--- config.mk ---
export PLATFORM = sky130hd
export DESIGN_NAME = opl2_host_if
export DESIGN_NICKNAME = d
export VERILOG_FILES = /design/src/rtl/opl2_host_if.sv
export SDC_FILE = /design/constraint.sdc
export NUM_CORES = 1
export LEC_CHECK = 0
export BUFFER_PORTS_ARGS = -buffer_cell sky130_fd_sc_hd__buf_2
export CAP_MARGIN = 20
export CORE_AREA = 5 5 103 105
export DETAILED_ROUTE_END_ITERATION = 10
export DIE_AREA = 0 0 108 110
export PLACE_DENSITY = 0.8
export SLEW_MARGIN = 15
export SYNTH_ARGS = -nofsm -noshare
export SYNTH_HDL_FRONTEND = slang
export SYNTH_SLANG_ARGS = --single-unit
--- constraint.sdc ---
create_clock -name clk -period 7.1 [get_ports clk]
set_input_delay 1.42 -clock clk [delete_from_list [all_inputs] [get_ports clk]]
set_output_delay 1.42 -clock clk [all_outputs]
set_load 0.02 [all_outputs]
--- src/rtl/opl2_host_if.sv ---
// Host-side register write front end for the OPL2 core.
// Decodes host address/data port writes, queues data writes in a small FIFO and
// issues them as one-cycle register write pulses spaced by the OPL2 write timing.
// Host status reads return the timers status byte.
module opl2_host_if #(
    parameter int unsigned DATA_WIDTH       = 8,
    parameter int unsigned FIFO_DEPTH       = 4,
    parameter int unsigned ADDR_WAIT_CYCLES = 12,
    parameter int unsigned DATA_WAIT_CYCLES = 84
) (
    input  logic                  clk,
    input  logic                  reset,
    input  logic                  cs_n,
    input  logic                  wr_n,
    input  logic                  rd_n,
    input  logic                  a0,
    input  logic [DATA_WIDTH-1:0] din,
    output logic [DATA_WIDTH-1:0] dout,
    input  logic [DATA_WIDTH-1:0] status_in,
    output logic                  reg_wr_valid,
    output logic [DATA_WIDTH-1:0] reg_wr_address,
    output logic [DATA_WIDTH-1:0] reg_wr_data,
    output logic                  busy,
    output logic                  fifo_overflow
);

    localparam int unsigned PTR_W = $clog2(FIFO_DEPTH);
    localparam int unsigned CNT_W = $clog2(FIFO_DEPTH) + 1;
    localparam int unsigned GAP_W = $clog2(DATA_WAIT_CYCLES) + 1;
    localparam int unsigned AW_W  = $clog2(ADDR_WAIT_CYCLES) + 1;

    typedef enum logic {
        ST_IDLE = 1'b0,
        ST_GAP  = 1'b1
    } state_e;

    typedef struct packed {
        logic [DATA_WIDTH-1:0] addr;
        logic [DATA_WIDTH-1:0] data;
    } entry_t;

    // Registers and their next-state values
    state_e                state_q,     state_d;
    logic [GAP_W-1:0]      gap_cnt_q,   gap_cnt_d;
    logic [AW_W-1:0]       addr_wait_q, addr_wait_d;
    logic [DATA_WIDTH-1:0] latch_q,     latch_d;
    logic                  wr_act_q,    wr_act_d;
    logic [PTR_W-1:0]      wr_ptr_q,    wr_ptr_d;
    logic [PTR_W-1:0]      rd_ptr_q,    rd_ptr_d;
    logic [CNT_W-1:0]      count_q,     count_d;
    logic [DATA_WIDTH-1:0] dout_q,      dout_d;
    logic                  valid_q,     valid_d;
    logic [DATA_WIDTH-1:0] out_addr_q,  out_addr_d;
    logic [DATA_WIDTH-1:0] out_data_q,  out_data_d;
    logic                  busy_q,      busy_d;
    logic                  ovf_q,       ovf_d;

    entry_t                fifo_q [FIFO_DEPTH];

    // Decoded strobes for this cycle
    logic   wr_act_c;
    logic   wr_evt_c;
    logic   rd_act_c;
    logic   pop_c;
    logic   full_c;
    logic   push_req_c;
    logic   push_ok_c;
    entry_t push_entry_c;

    // Host strobe decode, FIFO handshake and drain FSM next-state logic
    always_comb begin
        state_d     = state_q;
        gap_cnt_d   = gap_cnt_q;
        addr_wait_d = addr_wait_q;
        latch_d     = latch_q;
        wr_ptr_d    = wr_ptr_q;
        rd_ptr_d    = rd_ptr_q;
        dout_d      = dout_q;
        valid_d     = 1'b0;
        out_addr_d  = out_addr_q;
        out_data_d  = out_data_q;
        ovf_d       = ovf_q;

        wr_act_c     = !cs_n && !wr_n;
        wr_evt_c     = wr_act_c && !wr_act_q;
        rd_act_c     = !cs_n && !rd_n && wr_n;
        wr_act_d     = wr_act_c;
        full_c       = (count_q == CNT_W'(FIFO_DEPTH));
        pop_c        = (state_q == ST_IDLE) && (count_q != '0);
        push_req_c   = wr_evt_c && a0;
        // A full FIFO still accepts a push when an entry leaves in the same cycle
        push_ok_c    = push_req_c && (!full_c || pop_c);
        push_entry_c = '{addr: latch_q, data: din};

        // Address latch and its busy hold-off
        if (wr_evt_c && !a0) begin
            latch_d     = din;
            addr_wait_d = AW_W'(ADDR_WAIT_CYCLES);
        end else if (addr_wait_q != '0) begin
            addr_wait_d = addr_wait_q - AW_W'(1);
        end

        if (push_req_c && !push_ok_c) begin
            ovf_d = 1'b1;
        end
        if (push_ok_c) begin
            wr_ptr_d = wr_ptr_q + PTR_W'(1);
        end
        if (pop_c) begin
            rd_ptr_d = rd_ptr_q + PTR_W'(1);
        end
        count_d = count_q + CNT_W'(push_ok_c) - CNT_W'(pop_c);

        // Drain FSM: issue one entry, then wait out the write spacing
        case (state_q)
            ST_IDLE: begin
                if (pop_c) begin
                    valid_d    = 1'b1;
                    out_addr_d = fifo_q[rd_ptr_q].addr;
                    out_data_d = fifo_q[rd_ptr_q].data;
                    gap_cnt_d  = GAP_W'(DATA_WAIT_CYCLES - 1);
                    state_d    = ST_GAP;
                end
            end
            ST_GAP: begin
                gap_cnt_d = gap_cnt_q - GAP_W'(1);
                if (gap_cnt_q <= GAP_W'(1)) begin
                    gap_cnt_d = '0;
                    state_d   = ST_IDLE;
                end
            end
            default: begin
                state_d = ST_IDLE;
            end
        endcase

        busy_d = (count_q != '0) || (state_q != ST_IDLE) || (addr_wait_q != '0);

        // Status read; a concurrent write strobe wins
        if (rd_act_c) begin
            dout_d = a0 ? '1 : status_in;
        end
    end

    // State register with synchronous reset
    always_ff @(posedge clk) begin
        if (reset) begin
            state_q     <= ST_IDLE;
            gap_cnt_q   <= '0;
            addr_wait_q <= '0;
            latch_q     <= '0;
            wr_act_q    <= 1'b0;
            wr_ptr_q    <= '0;
            rd_ptr_q    <= '0;
            count_q     <= '0;
            dout_q      <= '0;
            valid_q     <= 1'b0;
            out_addr_q  <= '0;
            out_data_q  <= '0;
            busy_q      <= 1'b0;
            ovf_q       <= 1'b0;
        end else begin
            state_q     <= state_d;
            gap_cnt_q   <= gap_cnt_d;
            addr_wait_q <= addr_wait_d;
            latch_q     <= latch_d;
            wr_act_q    <= wr_act_d;
            wr_ptr_q    <= wr_ptr_d;
            rd_ptr_q    <= rd_ptr_d;
            count_q     <= count_d;
            dout_q      <= dout_d;
            valid_q     <= valid_d;
            out_addr_q  <= out_addr_d;
            out_data_q  <= out_data_d;
            busy_q      <= busy_d;
            ovf_q       <= ovf_d;
        end
    end

    // FIFO storage; a reset flush only needs the pointers and count
    always_ff @(posedge clk) begin
        if (!reset && push_ok_c) begin
            fifo_q[wr_ptr_q] <= push_entry_c;
        end
    end

    assign dout           = dout_q;
    assign reg_wr_valid   = valid_q;
    assign reg_wr_address = out_addr_q;
    assign reg_wr_data    = out_data_q;
    assign busy           = busy_q;
    assign fifo_overflow  = ovf_q;

endmodule
==> flow_metrics.tcl, run 1 <==
set metrics [dict create \
    outcome "finished, final reports clean" \
    hpwl_um 5560 \
    routed_via_density 5.24 \
    dieWidth_um 108 \
    p_leak_nw 2.06 \
    hold_violations 0 \
    wl_per_cell_um 15.9 \
    drive_above_1_share 0.250 \
    coreArea_um2 9550 \
    fin_crit_sh 0.415 \
    relSlewSlack 0.404 \
    synthesis.area_um2 4690 \
    cts.sinks 121 \
    drc 0 \
    cts_tree "built" \
    postLayoutCoreUtil 0.589 \
    synth-simple-area-share 0.132 \
    antenna_found_initial 0 \
    nets 448 \
    cts_resized 0 \
    min_path_type "reg2reg" \
    holdWs_ns 0.450 \
    synth_most_common_cell "edfxtp_1" \
    synth.top_cell.area_share 0.410 \
    synth.avg_cell_area_um2 12.9 \
    worst_slew_pin_slew_ns 0.890 \
    placed_area_um2 5040 \
    cts-buffers-inserted 17 \
    setup_tns_ns 0 \
    globalplace.congestion 0.786 \
    cts_setup_buffers 0 \
    r2r_cells 11 \
    r2r_end "count_q[2]" \
    grt_pass1_wl_um 14300 \
    clkLatencyLatePin_ns 0.51 \
    row_count 36 \
    synth_mux_area_frac 0.0790 \
    crit_path_start "count_q[1]" \
    syn_nets 395 \
    synth_area_leader_cell "edfxtp_1" \
    min_from "reg_wr_address[4]" \
    arrival_ns 3.32 \
    clk_pin_slew_worst_paths_ns 0.06 \
    pre_cts_ws_ns 3.62 \
    r2r_start "count_q[1]" \
    die_area_um2 11900 \
    start_util 0.491 \
    cts_root_buf "clkbuf_8" \
    drtIter0Drc 93 \
    synthArstFlopShare 0 \
    ys.warnings.count 0 \
    synthXorXnorAreaFrac 0.0112 \
    end_kind "flop" \
    vias 2940 \
    overflow 0 \
    finalMaxSlewViolations 0 \
    synthDistinctLibCells 47 \
    fmax_mhz 340 \
    startpoint_type "flop" \
    synth_cells 363 \
    cts_hold_buf 0 \
    fp.dieH_um 110 \
    setup_slack_ns 4.16 \
    synth_edf_count 64 \
    fin_skew_ns 0.00681 \
    synth_area_leaders "edfxtp_1, dfxtp_1, mux4_2" \
    num_antenna_cells 0 \
    synthAdderAreaFrac 0.0283 \
    h-tree-depth 4 \
    synthTopCellsByCount "edfxtp_1, nand2_1, dfxtp_1, nor2_1, a21oi_1" \
    fillers 774 \
    syn_to_final_growth_pct 19.9 \
    ioPinCount 49 \
    max-clock-path-buffers 2 \
    synth_top_family_by_area "simple AND/OR/NAND/NOR gates" \
    drv_cap 0 \
    drtAntennaViolNets 0 \
    setup_viol 0 \
    synth-seq-area-share 0.653 \
    dr.pass1.iters 4 \
    numPortBuffers 48 \
    rsz0062_at_grt "no" \
    period_needed_ns 2.94 \
    cp-endpoint "count_q[2]" \
    globalRouteTotalUtil 0.164 \
    synth_compound_area_frac 0.0699 \
    ir_worst_vdd_v 0.000261 \
    ys_ff_latch 121 \
    wl_um 8920 \
    rrSetupSlack_ns 4.16 \
    grt_pass1_vias 2905 \
    grt_max_degree 61 \
    fin_area_um2 5620 \
    required_ns 7.48 \
    ys.flop_type "edfxtp_1" \
    powerDensity_nw_per_um2 409 \
    crit_type "reg2reg" \
    critPathMaxFanout 19 \
]
worst min-delay path by stage:
stage | slack [ns] | depth (start not counted) | to
after floorplan | 0.45 | 2 | addr_wait_q[4]
after global placement | 0.44 | 2 | reg_wr_data[7]
after detailed placement | 0.45 | 2 | reg_wr_data[3]
after CTS | 0.45 | 2 | reg_wr_data[3]
after global routing | 0.47 | 2 | reg_wr_data[5]
final | 0.45 | 2 | reg_wr_address[4]
report_power, final:
part           switching [mW]  internal [mW]  total, mW
clock network           0.286          0.542      0.828
logic                   0.333          0.234      0.567
registers              0.0756          0.825      0.901
total                   0.695           1.60       2.30
worst max-delay path, cell delays in order, from the launching register on:
cell     delay (ns)
dfxtp_1        0.39
or3_4          0.43
nand2_2        0.35
inv_2          0.29
ha_1           0.36
inv_1          0.07
ha_1           0.13
inv_1          0.04
fa_1           0.37
xor2_1         0.17
xnor2_1        0.13
nor2_1         0.05
cells by family (layout without fill, tap and decap cells):
group,after synthesis,after routing
and+or+nand+nor,132,132
DFF,121,121
AOI/OAI and AO/OA,50,50
buffers and inverters,27,92
muxes,17,17
adders and majority gates,10,10
xor gates and xnor gates,6,6
sequential cells by signal (all words and copies together), names as in the netlist, 2 cells and up:
register,flops
fifo_q,64
dout,8
gap_cnt_q,8
latch_q,8
reg_wr_address,8
reg_wr_data,8
addr_wait_q,5
count_q,3
rd_ptr_q,2
wr_ptr_q,2
final cells by class:
| class | instances | area, µm² | area share |
|---|---|---|---|
| multi-input combinational | 215 | 1510 | 0.269 |
| clock inverter | 7 | 90.1 | 0.0160 |
| sequential | 121 | 3060 | 0.545 |
| timing repair buffer | 51 | 263 | 0.0467 |
| tap | 133 | 166 | 0.0296 |
| inverter | 10 | 37.5 | 0.00668 |
| clock buffer | 24 | 490 | 0.0873 |
metrics by stage:
step	power (mW)	instances
floorplan	1.34	363
global placement	1.46	530
detailed placement	1.49	530
CTS	2.32	561
global route	2.42	561
finish	2.30	561
metal layers:
layer / GRT usage / vias up / wire [µm]
li1: - / 1412 / -
met1: 0.185 / 1445 / 3630
met2: 0.284 / 75 / 4760
met3: 0.0594 / 8 / 452
met4: 0.0649 / 0 / 80
met5: 0 / - / 0
layout by cell type (no fill, tap or decap), types with 2 or more instances in the layout:
cell type   count
buf_2          48
mux4_2         16
clkbuf_16      16
a211oi_1        8
clkinv_2        3
nand3_1         4
a31oi_1         6
o21ai_0         2
or3_1           3
inv_1           9
bufinv_16       2
ha_1            9
nor3_1          6
edfxtp_1       64
dfxtp_1        57
nor3_2          2
nand4_1         3
buf_4           3
a21oi_1        27
clkinvlp_4      2
clkbuf_1        2
and2_1          4
nor2_1         32
nand2b_1        4
xnor2_1         5
and3_1          2
nand2_1        58
nor2b_1         3
clkbuf_8        6
(Power assumes the default switching activity.)
==> run 2, diff against run 1 <==
--- a/config.mk
+++ b/config.mk
@@ -10,7 +10,7 @@
 export CORE_AREA = 5 5 103 105
 export DETAILED_ROUTE_END_ITERATION = 10
 export DIE_AREA = 0 0 108 110
-export PLACE_DENSITY = 0.8
+export PLACE_DENSITY = 0.82
 export SLEW_MARGIN = 15
 export SYNTH_ARGS = -nofsm -noshare
 export SYNTH_HDL_FRONTEND = slang
==> constraint.sdc (replaced) <==
create_clock -name clk -period 2.7 [get_ports clk]
set_input_delay 0.54 -clock clk [delete_from_list [all_inputs] [get_ports clk]]
set_output_delay 0.54 -clock clk [all_outputs]
set_load 0.02 [all_outputs]
==> run 2 against run 1 <==
Non-clock buffer count grew 7; sequential share of layout area shrank 0.55 points; largest power group unchanged; die area is the same; clock skew grew 0.0023 ns; sequential cell count is the same; worst setup slack lost 3.9 ns; highest routed layer unchanged; combinational power grew to 2.7 times the previous value; register-to-register slack lost 3.9 ns; final cell count grew 1.4%; design area grew 1.0%; first-iteration DRC count grew 29%; critical endpoint unchanged.
==> flow_metrics.tcl, run 2 (same netlist as run 1, synthesis figures left out) <==
set metrics [dict create \
    fmax_mhz 408 \
    largest_register_ffs 64 \
    finalMaxSlewViolations 0 \
    dieWidth_um 108 \
    cts_resized 0 \
    grt_pass1_vias 3161 \
    coreArea_um2 9550 \
    hpwl_um 5990 \
    grt_max_degree 37 \
    drv_cap 0 \
    seq_area_um2 3060 \
    routed_via_density 5.23 \
    multi_input_area_um2 1510 \
    cts_tree "built" \
    cts.sinks 121 \
    worst_slew_pin_slew_ns 0.884 \
    layout_commonest_cell "edfxtp_1" \
    period_needed_ns 2.45 \
    outcome "finished, final reports clean" \
    syn_to_final_growth_pct 21.1 \
    drive_above_1_share 0.261 \
    layout_common_cells "edfxtp_1, nand2_1, dfxtp_1" \
    fin_skew_ns 0.00909 \
    startpoint_type "flop" \
    dr.pass1.iters 7 \
    rsz0062_at_grt "no" \
    required_ns 3.09 \
    ioPinCount 49 \
    arrival_ns 2.85 \
    hold_violations 0 \
    globalRouteTotalUtil 0.178 \
    start_util 0.491 \
    critPathMaxFanout 11 \
    numPortBuffers 48 \
    cts_hold_buf 0 \
    overflow 0 \
    powerDensity_nw_per_um2 1080 \
    drtAntennaViolNets 0 \
    drtIter0Drc 120 \
    ir_worst_vdd_v 0.000792 \
    rrSetupSlack_ns 0.25 \
    regMostFlops "fifo_q" \
    globalplace.congestion 0.847 \
    vias 2976 \
    clk_pin_slew_worst_paths_ns 0.06 \
    fp.dieH_um 110 \
    wl_per_cell_um 16.7 \
    fin_crit_sh 0.908 \
    clkLatencyLatePin_ns 0.51 \
    min_path_type "in2reg" \
    crit_type "reg2reg" \
    relSlewSlack 0.410 \
    antenna_found_initial 0 \
    max-clock-path-buffers 2 \
    row_count 36 \
    cts-buffers-inserted 17 \
    cts_root_buf "clkbuf_8" \
    h-tree-depth 4 \
    setup_tns_ns 0 \
    wl_um 9520 \
    cts_setup_buffers 0 \
    fillers 760 \
    postLayoutCoreUtil 0.595 \
    setup_viol 0 \
    num_antenna_cells 0 \
    drc 0 \
    grt_pass1_wl_um 15500 \
    end_kind "flop" \
    nets 455 \
    p_leak_nw 2.10 \
    die_area_um2 11900 \
]
run 2: cell types whose count changed in the layout (fill, tap and decap cells not counted):
cell / previous run / this run
clkinv_4: 0 / 3
bufinv_16: 2 / 3
buf_4: 3 / 10
clkbuf_8: 6 / 2
clkinv_1: 0 / 1
run 2: cell type report:
class | instances | area share
flip-flops and latches | 121 | 0.539
multi-input cells | 215 | 0.266
clock buffers | 20 | 0.0767
repair buffers | 58 | 0.0555
well taps | 133 | 0.0293
clock inverters | 12 | 0.0264
inverters | 10 | 0.00661
run 2: worst paths after layout:
path | startpoint | end | cells after the start
max | state_q | count_q[2] | 10
min | wr_n | wr_act_q | 2
max reg2reg | state_q | count_q[2] | 10
min reg2reg | reg_wr_data[1] | reg_wr_data[1] | 2
run 2: power breakdown:
group / total (mW) / switching (mW) / leakage (nW) / internal, mW
Combinational: 1.54 / 0.898 / 0.781 / 0.644
Clock: 2.20 / 0.774 / 0.282 / 1.42
Sequential: 2.37 / 0.200 / 1.04 / 2.17
run 2: critical path, stage by stage, from the launching register on:
cell and delay (ns):
dfxtp_1 0.51, nand2_1 0.17, o311ai_4 0.34, ha_1 0.30
inv_1 0.07, ha_1 0.13, inv_1 0.05, fa_1 0.38
xor2_1 0.18, xnor2_1 0.13, nor2_1 0.05
run 2: per-stage QoR:
stage	cell area, µm²	setup WS (ns)	cells	total power, mW	hold slack, ns
2_1_floorplan	4690	0.193	363	3.53	0.449
6_report	5680	0.247	569	6.11	0.255
4_1_cts	5680	0.251	569	6.17	0.231
3_5_place_dp	5090	0.0520	537	3.95	0.444
5_1_grt	5680	0.0671	569	6.44	0.246
3_3_place_gp	5090	0.174	537	3.87	0.438
run 2: metal layers:
| metal | vias to the layer above | wire, µm | GRT usage |
|---|---|---|---|
| met2 | 87 | 5040 | 0.317 |
| met1 | 1444 | 3830 | 0.201 |
| met5 | - | 0 | 0 |
| met4 | 0 | 138 | 0.0812 |
| li1 | 1431 | - | - |
| met3 | 14 | 510 | 0.0478 |
==> run 3, diff against run 2 <==
--- a/config.mk
+++ b/config.mk
@@ -10,7 +10,7 @@
 export CORE_AREA = 5 5 103 105
 export DETAILED_ROUTE_END_ITERATION = 10
 export DIE_AREA = 0 0 108 110
-export PLACE_DENSITY = 0.82
+export PLACE_DENSITY = 0.68
 export SLEW_MARGIN = 15
 export SYNTH_ARGS = -nofsm -noshare
 export SYNTH_HDL_FRONTEND = slang
==> constraint.sdc (replaced) <==
create_clock -name clk -period 3.1 [get_ports clk]
set_input_delay 0.62 -clock clk [delete_from_list [all_inputs] [get_ports clk]]
set_output_delay 0.62 -clock clk [all_outputs]
set_load 0.02 [all_outputs]
==> run 3 against run 2 <==
Design area shrank 1.6%; die area is the same; wire length shrank 4.9%; sequential share of layout area grew 0.87 points; clock power shrank 23%; final cell count shrank 0.35%; largest cell class unchanged; highest routed layer unchanged.
==> flow_metrics.tcl, run 3 (same netlist as run 1, synthesis figures left out) <==
set metrics [dict create \
    drtIter0Drc 78 \
    clkLatencyLatePin_ns 0.51 \
    r2r_end "count_q[2]" \
    fp.dieH_um 110 \
    startpoint_type "flop" \
    relSlewSlack 0.379 \
    cts_setup_buffers 0 \
    hold_violations 0 \
    postLayoutCoreUtil 0.585 \
    netSwitchingPower_mw 1.58 \
    vias 2969 \
    row_count 36 \
    ioPinCount 49 \
    cts_hold_buf 0 \
    drv_cap 0 \
    share_comb_of_total_power 0.259 \
    drc 0 \
    regMostFlops "fifo_q" \
    required_ns 3.48 \
    fin_skew_ns 0.00777 \
    largest_register_ffs 64 \
    critPathMaxFanout 19 \
    min_from "wr_n" \
    grt_max_degree 38 \
    cts_root_buf "clkbuf_8" \
    fmax_mhz 397 \
    overflow 0 \
    routed_via_density 5.24 \
    drtAntennaViolNets 0 \
    outcome "finished, final reports clean" \
    coreArea_um2 9550 \
    grt_pass1_wl_um 14700 \
    globalRouteTotalUtil 0.165 \
    fin_cells 567 \
    ir_worst_vdd_v 0.000599 \
    worst_slew_pin_slew_ns 0.930 \
    clkPwrFrac 0.333 \
    max-clock-path-buffers 2 \
    holdPathStages 2 \
    setup_viol 0 \
    post-place-cells 535 \
    start_util 0.491 \
    clk_pin_slew_worst_paths_ns 0.05 \
    r2r_start "count_q[1]" \
    p_int_mw 3.48 \
    syn_to_final_growth_pct 19.2 \
    fin_crit_sh 0.812 \
    num_antenna_cells 0 \
    layout_commonest_cell "edfxtp_1" \
    arrival_ns 2.90 \
    finalMaxSlewViolations 0 \
    hpwl_um 5670 \
    layout_common_cells "edfxtp_1, nand2_1, dfxtp_1" \
    die_area_um2 11900 \
    crit_type "reg2reg" \
    cts-buffers-inserted 17 \
    period_needed_ns 2.52 \
    numPortBuffers 48 \
    cts.sinks 121 \
    wl_um 9050 \
    p_seq_frac 0.407 \
    dr.pass1.iters 4 \
    drive_above_1_share 0.249 \
    worstHoldEndpoint "wr_act_q" \
    p_leak_nw 2.05 \
    r2r_cells 11 \
    h-tree-depth 4 \
    p_sw_frac 0.312 \
    globalplace.congestion 0.742 \
    cts_resized 0 \
    nets 453 \
    powerDensity_nw_per_um2 905 \
    min_path_type "in2reg" \
    setup_tns_ns 0 \
    dieWidth_um 108 \
    end_kind "flop" \
    rrSetupSlack_ns 0.58 \
    cts_tree "built" \
    rsz0062_at_grt "no" \
    grt_pass1_vias 3043 \
    antenna_found_initial 0 \
    wl_per_cell_um 16.0 \
]
==> run 3: changes by cell type in the layout (fill, tap and decap cells not counted), sizes merged <==
cell	previous run	this run
clkbuf	20	21
bufinv	3	1
buf	58	56
clkinv	7	8
==> run 3: power by group through the flow <==
stage	Sequential (mW)	Clock, mW	Combinational (mW)
after floorplan	2.15	0	0.924
after global placement	2.08	0	1.30
after detailed placement	2.09	0	1.34
after CTS	2.06	1.72	1.34
after global routing	2.09	1.81	1.48
final	2.06	1.69	1.31
==> run 3: metrics by stage <==
step,setup slack [ns],hold slack [ns],total power [mW],area (µm²)
after floorplan,0.593,0.449,3.07,4690
after detailed placement,0.444,0.445,3.43,5080
after global placement,0.470,0.439,3.38,5080
final,0.583,0.336,5.06,5590
after global routing,0.384,0.318,5.38,5590
after CTS,0.556,0.312,5.12,5590
==> run 3: worst max path at each step <==
stage	startpoint	end	slack [ns]	depth (start not counted)
floorplan	count_q[1]	count_q[2]	0.59	12
global placement	cs_n	count_q[2]	0.47	11
detailed placement	cs_n	count_q[2]	0.44	11
CTS	count_q[1]	count_q[2]	0.56	11
global route	count_q[1]	count_q[2]	0.38	11
finish	count_q[1]	count_q[2]	0.58	11
==> run 3: critical path: stages (launching register included) <==
cell and delay, ns:
dfxtp_1 0.39, or3_4 0.43, nand2_2 0.09, inv_2 0.16, ha_1 0.34, inv_1 0.06, ha_1 0.13, inv_1 0.05
fa_1 0.37, xor2_1 0.16, xnor2_1 0.15, nor2_1 0.05
==> run 3: final cells by class <==
class                   instances  area [µm²]
well taps                     133         166
flip-flops and latches        121        3060
repair buffers                 56         300
clock inverters                11        81.3
clock buffers                  21         429
fillers                       782        3960
multi-input cells             215        1510
inverters                      10        37.5
==> run 3: per-layer routing <==
metal  global-route usage  vias up  share of wire  routed length (µm)
met2                0.289       74           0.51                4660
met4               0.0469        0         0.0065                  59
met5                    0        -              0                   0
met3               0.0646        6          0.051                 460
met1                0.190     1457           0.43                3870
li1                     -     1432              -                   -
